<file path="config.mk">
export PLATFORM = sky130hd
export DESIGN_NAME = tx_data_buffer
export DESIGN_NICKNAME = d
export VERILOG_FILES = /design/src/rtl/tx_data_buffer.sv
export SDC_FILE = /design/constraint.sdc
export NUM_CORES = 1
export LEC_CHECK = 0
export ABC_AREA = 0
export CAP_MARGIN = 5
export CORE_ASPECT_RATIO = 1.5
export CORE_MARGIN = 2
export CORE_UTILIZATION = 50
export DETAILED_ROUTE_END_ITERATION = 10
export GPL_TIMING_DRIVEN = 0
export PLACE_DENSITY = 0.76
export SLEW_MARGIN = 20
export SYNTH_ARGS = -nofsm -noshare
export SYNTH_HDL_FRONTEND = slang
export SYNTH_SLANG_ARGS = --single-unit
</file>
<file path="constraint.sdc">
create_clock -name clk -period 7.3 [get_ports clk]
set_input_delay 1.46 -clock clk [delete_from_list [all_inputs] [get_ports clk]]
set_output_delay 1.46 -clock clk [all_outputs]
set_load 0.01 [all_outputs]
</file>
<file path="src/rtl/tx_data_buffer.sv">
// ---------------------------------------------------------------------------
// tx_data_buffer
// Byte FIFO between the AHB-side register stage and the USB TX stage.
// First-word fall-through: the oldest byte is presented combinationally on
// tx_packet_data with no added latency, and reads as 8'h00 while empty.
//
// Parameters
//   DEPTH              byte capacity, power of two in 4..128
//
// Ports
//   clk                single clock, all state updates on its rising edge
//   rst                synchronous active-high reset
//   store_tx_data      write strobe, one byte per asserted cycle
//   tx_data[7:0]       byte written when store_tx_data=1
//   clear              flush request, priority over store and pop
//   get_tx_packet_data pop strobe, one byte per asserted cycle
//   tx_packet_data     oldest stored byte (8'h00 when empty)
//   buffer_occupancy   stored byte count, zero-extended to 8 bits
//   full, empty        occupancy==DEPTH / occupancy==0
//   overflow_err       sticky: write attempted while full with no pop
//   underflow_err      sticky: pop attempted while empty
// ---------------------------------------------------------------------------
module tx_data_buffer #(
    parameter int unsigned DEPTH = 64
) (
    input  logic       clk,
    input  logic       rst,
    input  logic       store_tx_data,
    input  logic [7:0] tx_data,
    input  logic       clear,
    input  logic       get_tx_packet_data,
    output logic [7:0] tx_packet_data,
    output logic [7:0] buffer_occupancy,
    output logic       full,
    output logic       empty,
    output logic       overflow_err,
    output logic       underflow_err
);

    localparam int unsigned AW = $clog2(DEPTH);
    localparam int unsigned CW = AW + 1;

    logic [7:0]    mem [DEPTH];
    logic [AW-1:0] wptr;
    logic [AW-1:0] rptr;
    logic [CW-1:0] count;

    logic          pop_ok_c;
    logic          wr_ok_c;

    // Status flags come straight from the registered counter.
    assign full             = (count == CW'(DEPTH));
    assign empty            = (count == CW'(0));
    assign buffer_occupancy = 8'(count);

    // A pop frees a slot in the same cycle, so a write while full is
    // still accepted when paired with an accepted pop.
    assign pop_ok_c = get_tx_packet_data && !empty;
    assign wr_ok_c  = store_tx_data && (!full || pop_ok_c);

    // Fall-through read port.
    assign tx_packet_data = empty ? 8'h00 : mem[rptr];

    // Pointers, occupancy counter and sticky error flags.
    always_ff @(posedge clk) begin
        if (rst || clear) begin
            wptr          <= '0;
            rptr          <= '0;
            count         <= '0;
            overflow_err  <= 1'b0;
            underflow_err <= 1'b0;
        end else begin
            if (wr_ok_c) begin
                wptr <= wptr + AW'(1);
            end
            if (pop_ok_c) begin
                rptr <= rptr + AW'(1);
            end
            case ({wr_ok_c, pop_ok_c})
                2'b10:   count <= count + CW'(1);
                2'b01:   count <= count - CW'(1);
                default: count <= count;
            endcase
            if (store_tx_data && !wr_ok_c) begin
                overflow_err <= 1'b1;
            end
            if (get_tx_packet_data && !pop_ok_c) begin
                underflow_err <= 1'b1;
            end
        end
    end

    // Storage array; contents survive reset and clear, only pointers move.
    always_ff @(posedge clk) begin
        if (!rst && !clear && wr_ok_c) begin
            mem[wptr] <= tx_data;
        end
    end

endmodule

</file>
* After elaboration in Yosys (flattened, before gate mapping) *
Memory sizes are Yosys's and may differ from the RTL's. A register that Yosys moved wholly into a read port is not among the register bits.
Cells that the tools add are included.

operators by class
  reductions and logical operators = 16
  $add $sub $neg = 4
  eq/ne operators = 3
  muxes and demuxes = 6

operators with widths
  operator                                                                count
  7-bit case mux with 2 select lines                                      1
  6-bit by 1-bit adder with 6-bit output (second input constant)          2
  6-bit two-way mux                                                       2
  8-bit two-way mux                                                       1
  7-bit by 1-bit adder with 7-bit output (second input constant)          1
  7-bit equality test (second input constant)                             1
  7-bit logical NOT                                                       1
  7-bit by 1-bit subtractor with 7-bit output (second input constant)     1
  1-bit logical AND                                                       6
  1-bit logical NOT                                                       6
  2-bit by 1-bit equality test with 1-bit output (second input constant)  1
  2-bit equality test (second input constant)                             1
  1-bit logical OR                                                        2
  1-bit two-way mux                                                       2
  2-bit nonzero test                                                      1

word-level totals
  bits in writable memories = 512
  output and inout bits = 20
  bits of input ports = 13
  bits in registers = 21
  memories kept = 1
  logic and storage cells = 35

memories
  name  words  width  rd ports  clocked after Yosys merged registers in  wr ports  line  RTL
  mem   64     8      1         1                                        1         43    logic [7:0] mem [DEPTH];

* Longest topological paths before layout *
Gate-level depths: netlist of the first run.

  depth in word-level cells = 8
  gate-level depth with buffers = 11
  gate-level depth less buffers = 11

* Least setup slack after synthesis of the first run *
OpenSTA, ideal clock, no wires.

  path kind = register -> output
  start = register (tool-made name)
  end = output tx_packet_data[6]
  stages on the path, launching flop included = 8
  setup slack = 3.849 ns
  data arrival time = 1.991 ns
  path buffers = 3
  path through = dfxtp_1 > clkbuf_1 > buf_2 > buf_2 > mux4_2 > o221ai_1 > o21ai_0 > a22o_1

RTL lines
  element           line  RTL
  end: declaration  32    output logic [7:0] tx_packet_data,

==> qor.csv, run 1 <==
stage,metric,value,unit
outcome,status,"finished, violations left",
outcome,failing checks,DRC,
sta,RSZ-0062 raised after global routing,no,
worst_setup_path,"Req. time, crit path",5.84,ns
global_route,vias in the first global route,11100,
yosys,Post-synth EDFFs,512,
hold_path,Hold Crit Class,register to register,
detailed_routing,detailed-route via count,10800,
worst_setup_path,reg2reg start,count[4],
clock_tree,clk root buf,clkbuf_16,
worst_setup_path,CP startpoint kind,register,
clock_tree,clock buffer depth,3,
power_and_ir_drop,Pleak,7.17,nW
layout,ANT cells,0,
yosys,"Net Count, Synth",1075,
clock_tree,"Hold-fix buffers, CTS",0,
sta,Final Critical Period,5.59,ns
yosys,most common cell in the netlist,edfxtp_1,
clock_tree,CTS buffer count,45,
yosys,Synth area leader,edfxtp_1,
die,die height,255,um
place,dpl hpwl,33700,um
die,CORE AREA,41800,um^2
place,placer's final routability congestion estimate,0.976,
detailed_routing,Via density,6.24,
yosys,register area share after synthesis,75.5,%
die,Die X-Extent,172,um
detailed_routing,DR DRC count,1,
yosys,Avg Inst Size Synth,20.0,um^2
clock_tree,htree depth,2,
yosys,Yosys top cell area share,72.9,%
yosys,Post-synth top cells,"edfxtp_1 (512), mux4_2 (128), nor2_1 (92), nand2_1 (32), buf_2 (28)",
clock_tree,setup bufs post-CTS,0,
sta,Slew HR,36.1,%
yosys,post-synthesis register bit count,539,
global_route,GR Overflow Total,0,
sta,slew at the pin with the worst max-slew slack,0.955,ns
clock_tree,CTS tree,built,
sta,Slew Limit Fails,0,
worst_setup_path,crit-path max FO,10,
sta,period utilization,76.6,%
sta,Highest Clock Rate,179,MHz
yosys,ranking of synthesized cells by area,"edfxtp_1 (73%), mux4_2 (14%), dfxtp_1 (2.6%)",
worst_setup_path,Crit Path Class,register to output pin,
layout,share of layout cells above drive strength 1,21.2,%
sta,Final Hold Fails,0,
detailed_routing,drt pass-1 iters,11,
sta,clock skew,0.0250,ns
clock_tree,post-CTS sizing,0,
die,FP Rows,92,
global_route,largest net degree at the start of global routing,52,
clock_tree,"CTS clk-pin slew, worst paths",0.06,ns
layout,Final nets,1160,
yosys,Synth Cell Area,21100,um^2
global_route,total track usage,23.6,%
sta,TNS Setup,0,ns
power_and_ir_drop,power per cell area,253,nW/um^2
clock_tree,Sink Count,539,
yosys,synth unique cells,49,
die,Starting Density,50.4,%
yosys,Yosys warnings,0,
layout,Area Overhead vs Synth,12.1,%
hold_path,worst hold start,rptr[1],
detailed_routing,post-DR wirelength/cell,28.8,um
detailed_routing,WL final,50000,um
place,Buffers on Ports,30,
sta,# setup viols final,0,
yosys,Cells after Synth,1054,
yosys,"Top FF cell, synth",edfxtp_1,
worst_setup_path,Critical Path End Type,output pin,
die,Boundary Pins,33,
detailed_routing,DR iter-0 viols,1166,
layout,Final Util,56.6,%
power_and_ir_drop,worst ir drop on vdd,0.193,mV
detailed_routing,ANT nets after route,0,
global_route,antenna violations before repair,0,
global_route,global-route wire length before repair,73500,um
worst_setup_path,Crit path arrival time,4.13,ns
yosys,ys async rst share,0,%
die,Die ar.,43800,um^2
clock_tree,Worst-Skew Late Latency,0.58,ns
run,Max Cap Viol,0,
through the flow:
| step | worst slack [ns] | area [um^2] | cells | power (mW) | hold slack, ns |
|---|---|---|---|---|---|
| 6_report | 1.71 | 23600 | 1737 | 5.98 | 0.497 |
| 5_1_grt | 1.63 | 23600 | 1737 | 6.12 | 0.526 |
| 4_1_cts | 1.76 | 23600 | 1737 | 6.00 | 0.502 |
| 3_5_place_dp | 2.38 | 22200 | 1656 | 3.68 | 0.476 |
| 3_3_place_gp | 2.42 | 22100 | 1648 | 3.67 | 0.482 |
| 2_1_floorplan | 3.85 | 21100 | 1054 | 3.56 | 0.463 |
critical path: stages (launching register included):
cell and delay [ns]:
dfxtp_1 0.39, buf_2 0.41, clkbuf_1 0.33, buf_2 0.46
mux4_2 0.28, o22ai_1 0.08, o21ai_0 0.59, nand2_1 0.24
o221ai_1 0.17, clkdlybuf4s50_1 0.61
cell usage in the layout (no fill, tap or decap), types with 6 or more instances in the layout:
cell	n
a21oi_1	23
a221oi_1	6
a22oi_1	22
buf_12	7
buf_2	36
clkbuf_1	35
clkbuf_16	47
clkdlybuf4s50_1	22
clkinv_1	9
clkinv_2	7
dfxtp_1	27
edfxtp_1	512
ha_1	7
inv_1	8
mux2i_1	20
mux4_2	128
nand2_1	32
nor2_1	92
nor2b_1	13
o21ai_0	12
o221ai_1	10
o22ai_1	12
xnor2_1	6
xor2_1	7
power by group:
group / internal [mW] / switching (mW)
registers: 3.38 / 0.00419
clock network: 1.32 / 1.05
logic: 0.0843 / 0.140
total: 4.79 / 1.19
area by class of cell:
type                            instances  area, um^2
Tap cell                              564         706
Clock buffer                           59        1220
Fill cell                            2971       18100
Clock inverter                         22         205
Multi-Input combinational cell        449        4860
Sequential cell                       539       15900
Buffer                                 58         267
Timing Repair Buffer                   38         428
Inverter                                8        30.0
cells by family after synthesis:
| kind of cell | count (synthesis) | synth area share, % |
|---|---|---|
| adder cells (fa/ha/maj) | 8 | 0.511 |
| XOR/XNOR | 13 | 0.540 |
| multiplexers | 151 | 14.8 |
| buffers and inverters | 66 | 1.41 |
| other | 1 | 0.0178 |
| AO/OA/AOI/OAI | 105 | 3.54 |
| flip-flops | 539 | 75.5 |
| AND/OR/NAND/NOR | 171 | 3.68 |
sequential cells by signal, summed over array words and instances, names as in the netlist, named ones only:
register and count:
mem 512, count 7, rptr 6, wptr 6, overflow_err 1, underflow_err 1
worst paths after layout:
check                       to  slack (ns)  depth (start not counted)
min reg2reg            rptr[1]        0.50                          2
max reg2reg         mem[55][6]        3.90                          6
min                    rptr[1]        0.50                          2
max          tx_packet_data[4]        1.71                          9
per-layer routing:
layer | wire length [um] | GRT usage, %
met5 | 0 | 0
met1 | 16700 | 28.7
met3 | 4140 | 3.62
met4 | 3340 | 13.3
met2 | 25800 | 40.2
Power figures use the tool's default switching activity.
==> run 2, diff against run 1 <==
==> constraint.sdc (replaced) <==
create_clock -name clk -period 5.8 [get_ports clk]
set_input_delay 1.16 -clock clk [delete_from_list [all_inputs] [get_ports clk]]
set_output_delay 1.16 -clock clk [all_outputs]
set_load 0.01 [all_outputs]
==> results of run 2 <==
The final DEF is identical to that of run 1. Status: finished, violations left: DRC.
Among the figures that moved: setup slack after placement 2.38 ns -> 1.18 ns; setup slack after layout 1.71 ns -> 0.511 ns; register-to-register setup slack 3.90 ns -> 2.40 ns; total power 5.98 mW -> 7.52 mW; worst IR drop on VDD 0.193 mV -> 0.243 mV
